**config.mk**
```make
export PLATFORM = sky130hd
export DESIGN_NAME = a2f_arbiter_flat
export DESIGN_NICKNAME = d
export VERILOG_FILES = /design/src/rtl/a2f_pkg.sv /design/src/rtl/a2f_arbiter_if.sv /design/src/rtl/a2f_iq_pack.sv /design/src/rtl/a2f_arbiter.sv /design/src/flat_wrapper.sv
export SDC_FILE = /design/constraint.sdc
export NUM_CORES = 1
export LEC_CHECK = 0
export ABC_AREA = 1
export BUFFER_PORTS_ARGS = -buffer_cell sky130_fd_sc_hd__buf_2
export CAP_MARGIN = 20
export CORE_UTILIZATION = 40
export CTS_CLUSTER_DIAMETER = 200
export CTS_CLUSTER_SIZE = 28
export DETAILED_ROUTE_END_ITERATION = 8
export PLACE_DENSITY_LB_ADDON = 0.25
export SLEW_MARGIN = 20
export SYNTH_ARGS = -nofsm -noshare
export SYNTH_HDL_FRONTEND = slang
export SYNTH_SLANG_ARGS = --single-unit
```
**constraint.sdc**
```tcl
create_clock -name clk_i -period 1.8 [get_ports clk_i]
set_input_delay 0.54 -clock clk_i [delete_from_list [all_inputs] [get_ports clk_i]]
set_output_delay 0.54 -clock clk_i [all_outputs]
set_load 0.02 [all_outputs]
```
**src/rtl/a2f_pkg.sv**
```systemverilog
// a2f_pkg: shared types and constants for the IQ/CPU -> FTDI packet arbiter.
package a2f_pkg;

   typedef enum logic [1:0] {
      ARB      = 2'd0,
      FIFO_PKT = 2'd1,
      CPU_PKT  = 2'd2
   } a2f_state_e;

   localparam logic       FROMFIFO  = 1'b0;
   localparam logic       FROMCPU   = 1'b1;
   localparam logic [7:0] HDR_MAGIC = 8'hA5;

endpackage

```
**src/rtl/a2f_arbiter_if.sv**
```systemverilog
// a2f_arbiter_if: FTDI read-stream bundle (read strobe in, word + status out).
interface a2f_arbiter_if #(
   parameter int unsigned FT_DATA_WIDTH = 32
);
   logic                     re_i;
   logic [FT_DATA_WIDTH-1:0] data_o;
   logic                     empty_o;
   logic                     enough_o;

   // master: the arbiter, which supplies words to the FTDI side
   modport master (input re_i, output data_o, empty_o, enough_o);
   // slave: the FTDI reader
   modport slave  (output re_i, input data_o, empty_o, enough_o);
endinterface

```
**src/rtl/a2f_iq_pack.sv**
```systemverilog
// a2f_iq_pack: places the packed I/Q pair into an FTDI word
// (I at bit 0, Q at QSTART_BIT_INDEX, all other bits zero).
module a2f_iq_pack #(
   parameter int unsigned FT_DATA_WIDTH    = 32,
   parameter int unsigned IQ_PAIR_WIDTH    = 24,
   parameter int unsigned QSTART_BIT_INDEX = 16
) (
   input  logic [IQ_PAIR_WIDTH-1:0] pair_i,
   output logic [FT_DATA_WIDTH-1:0] word_o
);
   localparam int unsigned HALF = IQ_PAIR_WIDTH / 2;

   // Spread the two halves of the pair into their word positions
   always_comb begin
      word_o                            = '0;
      word_o[HALF-1:0]                  = pair_i[HALF-1:0];
      word_o[QSTART_BIT_INDEX +: HALF]  = pair_i[IQ_PAIR_WIDTH-1:HALF];
   end
endmodule

```
**src/rtl/a2f_arbiter.sv**
```systemverilog
// a2f_arbiter: packet-level arbiter between the IQ sample FIFO and the CPU
// mailbox FIFO onto the single FTDI read stream. Source changes only on
// packet boundaries. Optional feature macro: A2F_HEADER_EN (word 0 of each
// packet becomes a header {A5, 7'b0, mode, seq[15:0]}).
module a2f_arbiter
   import a2f_pkg::*;
#(
   parameter int unsigned FT_DATA_WIDTH    = 32,
   parameter int unsigned IQ_PAIR_WIDTH    = 24,
   parameter int unsigned QSTART_BIT_INDEX = 16,
   parameter int unsigned PKT_LEN          = 256,
   parameter int unsigned SEQ_WIDTH        = 16
) (
   input  logic                     clk_i,
   input  logic                     reset_n,
   a2f_arbiter_if.master            ft,
   input  logic [IQ_PAIR_WIDTH-1:0] fifo_data_i,
   input  logic                     fifo_empty_i,
   input  logic                     fifo_enough_i,
   output logic                     fifo_re_o,
   output logic                     fifo_clk_o,
   input  logic [FT_DATA_WIDTH-1:0] cpu_data_i,
   input  logic                     cpu_empty_i,
   output logic                     cpu_re_o,
   output logic                     cpu_clk_o,
   output logic                     mode_o,
   output logic [SEQ_WIDTH-1:0]     seq_o
);
   localparam int unsigned        CNT_W    = $clog2(PKT_LEN);
   localparam logic [CNT_W-1:0]   CNT_LAST = CNT_W'(PKT_LEN - 1);

   a2f_state_e             state_q, state_d;
   logic [CNT_W-1:0]       cnt_q, cnt_d;
   logic                   mode_q, mode_d;
   logic [SEQ_WIDTH-1:0]   seq_q, seq_d;

   logic [FT_DATA_WIDTH-1:0] iq_word;
   logic [FT_DATA_WIDTH-1:0] hdr_data;
   logic                     hdr_word;
   logic                     accept;

   assign fifo_clk_o = clk_i;
   assign cpu_clk_o  = clk_i;
   assign mode_o     = mode_q;
   assign seq_o      = seq_q;

   a2f_iq_pack #(
      .FT_DATA_WIDTH    (FT_DATA_WIDTH),
      .IQ_PAIR_WIDTH    (IQ_PAIR_WIDTH),
      .QSTART_BIT_INDEX (QSTART_BIT_INDEX)
   ) u_iq_pack (
      .pair_i (fifo_data_i),
      .word_o (iq_word)
   );

`ifdef A2F_HEADER_EN
   assign hdr_word = (state_q != ARB) && (cnt_q == '0);
   assign hdr_data = {HDR_MAGIC, 7'b0, mode_q, seq_q[15:0]};
`else
   assign hdr_word = 1'b0;
   assign hdr_data = '0;
`endif

   // Stream outputs and source read strobes, combinational from state and inputs
   always_comb begin
      ft.data_o   = '0;
      ft.empty_o  = 1'b1;
      ft.enough_o = 1'b0;
      fifo_re_o   = 1'b0;
      cpu_re_o    = 1'b0;
      unique case (state_q)
         FIFO_PKT: begin
            ft.enough_o = 1'b1;
            if (hdr_word) begin
               ft.data_o  = hdr_data;
               ft.empty_o = 1'b0;
            end else begin
               ft.data_o  = iq_word;
               ft.empty_o = fifo_empty_i;
               fifo_re_o  = ft.re_i & ~fifo_empty_i;
            end
         end
         CPU_PKT: begin
            // CPU packets never stall: an empty mailbox pads with zeros
            ft.enough_o = 1'b1;
            ft.empty_o  = 1'b0;
            if (hdr_word) begin
               ft.data_o = hdr_data;
            end else if (!cpu_empty_i) begin
               ft.data_o = cpu_data_i;
               cpu_re_o  = ft.re_i;
            end
         end
         default: ;
      endcase
   end

   assign accept = ft.re_i & ~ft.empty_o;

   // Next-state: source decision in ARB, word counting inside a packet
   always_comb begin
      state_d = state_q;
      cnt_d   = cnt_q;
      mode_d  = mode_q;
      seq_d   = seq_q;
      unique case (state_q)
         ARB: begin
            // CPU first, but never twice in a row while the IQ FIFO is ready
            if (!cpu_empty_i && ((mode_q == FROMFIFO) || !fifo_enough_i)) begin
               state_d = CPU_PKT;
               mode_d  = FROMCPU;
            end else if (fifo_enough_i) begin
               state_d = FIFO_PKT;
               mode_d  = FROMFIFO;
            end
         end
         default: begin
            if (accept) begin
               if (cnt_q == CNT_LAST) begin
                  cnt_d   = '0;
                  seq_d   = seq_q + 1'b1;
                  state_d = ARB;
               end else begin
                  cnt_d = cnt_q + 1'b1;
               end
            end
         end
      endcase
   end

   // State, counter, mode and sequence registers
   always_ff @(posedge clk_i or negedge reset_n) begin
      if (!reset_n) begin
         state_q <= ARB;
         cnt_q   <= '0;
         mode_q  <= FROMFIFO;
         seq_q   <= '0;
      end else begin
         state_q <= state_d;
         cnt_q   <= cnt_d;
         mode_q  <= mode_d;
         seq_q   <= seq_d;
      end
   end
endmodule
```
**src/flat_wrapper.sv**
```systemverilog
// flat-port wrapper written by rule: the top's interface ports become plain ports
module a2f_arbiter_flat import a2f_pkg::*;
#(
   parameter int unsigned FT_DATA_WIDTH    = 32,
   parameter int unsigned IQ_PAIR_WIDTH    = 24,
   parameter int unsigned QSTART_BIT_INDEX = 16,
   parameter int unsigned PKT_LEN          = 256,
   parameter int unsigned SEQ_WIDTH        = 16
)
  (clk_i, reset_n, fifo_data_i, fifo_empty_i, fifo_enough_i, fifo_re_o, fifo_clk_o, cpu_data_i, cpu_empty_i, cpu_re_o, cpu_clk_o, mode_o, seq_o, ft_re_i, ft_data_o, ft_empty_o, ft_enough_o);
  a2f_arbiter_if #(.FT_DATA_WIDTH(FT_DATA_WIDTH)) ft_i ();
  input  logic clk_i;
  input  logic reset_n;
  input  logic [IQ_PAIR_WIDTH-1:0] fifo_data_i;
  input  logic fifo_empty_i;
  input  logic fifo_enough_i;
  output logic fifo_re_o;
  output logic fifo_clk_o;
  input  logic [FT_DATA_WIDTH-1:0] cpu_data_i;
  input  logic cpu_empty_i;
  output logic cpu_re_o;
  output logic cpu_clk_o;
  output logic mode_o;
  output logic [SEQ_WIDTH-1:0] seq_o;
  input wire logic [$bits(ft_i.re_i)-1:0] ft_re_i;
  output wire logic [$bits(ft_i.data_o)-1:0] ft_data_o;
  output wire logic [$bits(ft_i.empty_o)-1:0] ft_empty_o;
  output wire logic [$bits(ft_i.enough_o)-1:0] ft_enough_o;
  assign ft_i.re_i = ft_re_i;
  assign ft_data_o = ft_i.data_o;
  assign ft_empty_o = ft_i.empty_o;
  assign ft_enough_o = ft_i.enough_o;
  a2f_arbiter #(.FT_DATA_WIDTH(FT_DATA_WIDTH), .IQ_PAIR_WIDTH(IQ_PAIR_WIDTH), .QSTART_BIT_INDEX(QSTART_BIT_INDEX), .PKT_LEN(PKT_LEN), .SEQ_WIDTH(SEQ_WIDTH)) u_core (.clk_i(clk_i), .reset_n(reset_n), .ft(ft_i), .fifo_data_i(fifo_data_i), .fifo_empty_i(fifo_empty_i), .fifo_enough_i(fifo_enough_i), .fifo_re_o(fifo_re_o), .fifo_clk_o(fifo_clk_o), .cpu_data_i(cpu_data_i), .cpu_empty_i(cpu_empty_i), .cpu_re_o(cpu_re_o), .cpu_clk_o(cpu_clk_o), .mode_o(mode_o), .seq_o(seq_o));
endmodule
```
## Yosys cells after proc, flatten, opt, wreduce, memory -nomap -nowiden

Index checks and enable logic that the tools add are counted.

| cells by class | value |
|---|---|
| $add $sub $neg | 2 |
| $mul | 0 |
| div/mod/pow operators | 0 |
| magnitude comparators | 0 |
| eq/ne operators | 4 |
| shifts and indexed selects | 0 |
| muxes and demuxes | 15 |
| bitwise logic cells | 6 |
| reduce and logical (&&, ||, !) cells | 13 |

Operators by type and width:

| kind | count |
|---|---|
| 32-bit one-hot mux with 2 select lines | 1 |
| 32-bit two-way mux | 1 |
| 16-bit by 1-bit adder with 16-bit output, second input constant | 1 |
| 2-bit two-way mux | 5 |
| 8-bit by 1-bit adder with 8-bit output, second input constant | 1 |
| 8-bit == test, second input constant | 1 |
| 8-bit two-way mux | 1 |
| 1-bit two-way mux | 6 |
| 3-bit AND reduction | 2 |
| 2-bit nonzero test | 3 |
| 1-bit inverter | 4 |
| 2-bit AND reduction | 2 |
| 3-bit by 2-bit != test with 1-bit output, second input constant | 1 |
| 1-bit AND | 2 |
| 2-bit by 1-bit == test with 1-bit output, second input constant | 1 |
| 2-bit == test, second input constant | 1 |
| 1-bit zero test | 2 |
| 2-bit zero test | 1 |
| 1-bit one-hot mux with 2 select lines | 1 |
| 2-bit OR reduction | 1 |
| 1-bit logical AND | 1 |
| 1-bit logical OR | 1 |

| word-level totals | value |
|---|---|
| flip-flop bits (word level) | 27 |
| latch bits | 0 |
| memory bits (writable) | 0 |
| ROM bits | 0 |
| input bits | 62 |
| output and inout port bits | 55 |
| word-level logic and storage cells | 44 |
| memories | 0 |

## Longest topological paths before layout

| logic depth | value |
|---|---|
| word-level depth | 6 |
| gate-level depth with buffers | 11 |
| depth with buffers taken out | 10 |

## By module

Synthesis repeated with hierarchy kept, for this count alone.

| second synthesis, totals | value |
|---|---|
| cells, all modules | 373 |
| area, all modules | 2443.6 µm² |

Modules (own cells, without submodules):

| module | times used | cells an instance | area an instance (µm²) | sequential area each (µm²) |
|---|---|---|---|---|
| a2f_arbiter | 1 | 340 | 2199.6 | 675.6 |
| a2f_iq_pack | 1 | 33 | 244.0 | 0.0 |

==> impl_metrics.env <==
export IMPL_critPathLaunchType="register"
export IMPL_p_per_area_nw_per_um2=1190
export IMPL_remaining_drc_errors=0
export IMPL_dp_cells=501
export IMPL_final_hold_viol_count=0
export IMPL_period_share=1.27
export IMPL_drt_wl_total_mm=7.23
export IMPL_hold_ws_ns=0.144
export IMPL_fill_cells=333
export IMPL_start_util=0.429
export IMPL_top_usage_layer="met2"
export IMPL_hp_class="in2async"
export IMPL_crit_fanout=23
export IMPL_synth_top_family_by_area="simple AND/OR/NAND/NOR gates"
export IMPL_met1_usage=0.295
export IMPL_finalCriticalPeriod_ns=2.28
export IMPL_stdcell_count=524
export IMPL_grt_usage=0.254
export IMPL_syn_cell_area_um2=2100
export IMPL_core_um2=4880
export IMPL_dpl_hpwl_mm=4.54
export IMPL_grt_max_degree=28
export IMPL_p_leak_nw=1.82
export IMPL_crit_type="reg2out"
export IMPL_first_global_vias=2458
export IMPL_arrival_ns=1.74
export IMPL_required_ns=1.26
export IMPL_synth_xor_area_frac=0.0370
export IMPL_grt_remaining_overflow=0
export IMPL_synth_seq_cells=27
export IMPL_crit_path_end_kind="primary output"
export IMPL_vias=2673
export IMPL_p_total_mw=4.34
export IMPL_die_area_um2=5530
export IMPL_use_met2=0.435
export IMPL_grt_pass1_wl_mm=10.7
export IMPL_wire_per_inst_um=13.8
export IMPL_setup_tns_ns=-15.50
export IMPL_fin_ws_ns=-0.477
export IMPL_mostFrequentLayoutCells="84 x nand2_1, 78 x buf_2, 56 x nand3_1"
export IMPL_postSynthAreaPerCell_um2=6.55
export IMPL_maxCapViolations=0
export IMPL_drt_first_pass_iters=4
export IMPL_slew_viol_final=0
export IMPL_ys_warn_count=0
export IMPL_ff_latch_area_um2=676
export IMPL_synth_simple_area_share=0.507
export IMPL_status="finished, violations left"
export IMPL_clk_latency_ns=0.39
export IMPL_rows=25
export IMPL_port_buffers=116
export IMPL_multiInputGateArea_um2=1490
export IMPL_diodes=0
export IMPL_cts_tree="built"
export IMPL_dieWidth_um=74.4
export IMPL_die_y_um=74.4
export IMPL_synthAdderAreaFrac=0.0299
export IMPL_final_common_cell="nand2_1"
export IMPL_syn_inst=320
export IMPL_max_slew_margin=0.596
export IMPL_skew_ns=0.0149
export IMPL_gp_congestion=0.877
export IMPL_clk_pin_slew_ns=0.10
export IMPL_synth_cell_type_count=27
export IMPL_failed_checks="negative setup slack"
export IMPL_io_pins=117
export IMPL_synth_mux_area_frac=0
export IMPL_postPlaceCellArea_um2=2990
export IMPL_rsz0062_at_grt="yes"
export IMPL_drtIter0Drc=101
export IMPL_antenna_found_initial=0
export IMPL_yosysSeqAreaShare=0.322
export IMPL_syn_to_final_growth_pct=74.1
export IMPL_finalSetupViolCount=45
export IMPL_ir_drop_mv=0.767
export IMPL_design_area_um2=3650
export IMPL_layout_drive_gt1_share=0.503
export IMPL_drt_vias_per_instance=5.10
export IMPL_worstMarginPinSlew_ns=0.605
export IMPL_fin_nets=525
export IMPL_use_met3=0.0718
export IMPL_synth_compound_area_frac=0.0143
export IMPL_postRouteAntennaNets=0
export IMPL_syn_nets=387
export IMPL_fmax_ghz=0.439
## state kept, by name, indices dropped and copies added (netlist names)
name	count
u_core.cnt_q	8
u_core.state_q	2
u_core.seq_o	16
u_core.mode_o	1
## synthesized netlist by cell type
cell type / count / share of area
a21oi_1: 2 / 0.0048
buf_1: 4 / 0.0072
buf_2: 2 / 0.0048
buf_4: 3 / 0.011
buf_6: 2 / 0.011
clkbuf_1: 4 / 0.0072
clkinv_1: 1 / 0.0018
dfrtp_1: 27 / 0.32
ha_1: 5 / 0.030
inv_1: 23 / 0.041
inv_2: 3 / 0.0054
nand2_1: 117 / 0.21
nand2_2: 4 / 0.012
nand2_4: 1 / 0.0054
nand3_1: 61 / 0.15
nand3_2: 1 / 0.0048
nand3_4: 1 / 0.0084
nand3b_1: 2 / 0.0072
nand4_1: 7 / 0.021
nor2_1: 27 / 0.048
nor2_2: 2 / 0.0060
nor2_4: 6 / 0.032
nor3_1: 3 / 0.0072
o21ai_0: 4 / 0.0096
xnor2_1: 5 / 0.021
xor2_1: 2 / 0.0084
xor2_2: 1 / 0.0078
## worst max-delay path, stage by stage (launching register included)
cell	delay [ns]
dfrtp_1	0.37
inv_2	0.04
buf_4	0.13
ha_4	0.30
buf_12	0.16
nand3_1	0.13
nand2_2	0.11
buf_6	0.12
## final cells by class
cell class                      instances  share of cell area
Inverter                               27              0.0346
Clock inverter                          1             0.00206
Clock buffer                            8              0.0291
Multi-Input combinational cell        252               0.409
Tap cell                               67              0.0230
Timing Repair inverter                  1             0.00446
Timing Repair Buffer                  141               0.313
Sequential cell                        27               0.185
## logic make-up (layout without fill, tap and decap cells)
group,count (synthesis),after routing
DFF,27,27
adders and majority gates,5,5
xor gates and xnor gates,8,8
buffers and inverters,42,178
and+or+nand+nor,232,233
AOI/OAI and AO/OA,6,6
## power by group
part           total (mW)  internal (mW)  leakage (nW)  switching, mW
registers           0.746          0.683         0.363         0.0638
logic                2.88           1.29          1.40           1.59
clock network       0.712          0.396        0.0556          0.316
total                4.34           2.37          1.82           1.97
## metal layers
metal  wire length (µm)  vias up
met5                  0        -
met1               2790     1245
met3                500       12
met4                 89        0
li1                   -     1303
met2               3840      113
## worst paths after layout
| check | start | to | slack [ns] | depth (start not counted) |
|---|---|---|---|---|
| max | u_core.state_q[0]$_DFFE_PN0P_ | ft_data_o[24] | -0.48 | 7 |
| min | reset_n | u_core.seq_o[3]$_DFFE_PN0P_ | 0.14 | 1 |
| max reg2reg | u_core.state_q[0]$_DFFE_PN0P_ | u_core.seq_o[14]$_DFFE_PN0P_ | -0.07 | 12 |
| min reg2reg | u_core.cnt_q[6]$_DFFE_PN0P_ | u_core.cnt_q[6]$_DFFE_PN0P_ | 0.51 | 1 |
| max in group asynchronous | reset_n | u_core.state_q[0]$_DFFE_PN0P_ | 1.24 | 1 |
| min in group clk_i | fifo_enough_i | u_core.state_q[1]$_DFFE_PN0P_ | 0.49 | 4 |
## through the flow
stage                      util  setup WS (ns)
after floorplan               -        -0.0347
after global placement    0.612        -0.0450
after detailed placement  0.612        -0.0952
after CTS                 0.720         -0.445
after global routing      0.748         -0.556
final                     0.748         -0.477
## repair_timing
action	4_1_cts	5_1_grt
gates resized for setup	92	32
hold buffers	0	0
pin swaps	8	11
hold endpoints to repair	0	0
buffers inserted	7	6
gates cloned	4	0
endpoints found under the setup margin	41	61
Power figures use the tool's default switching activity.
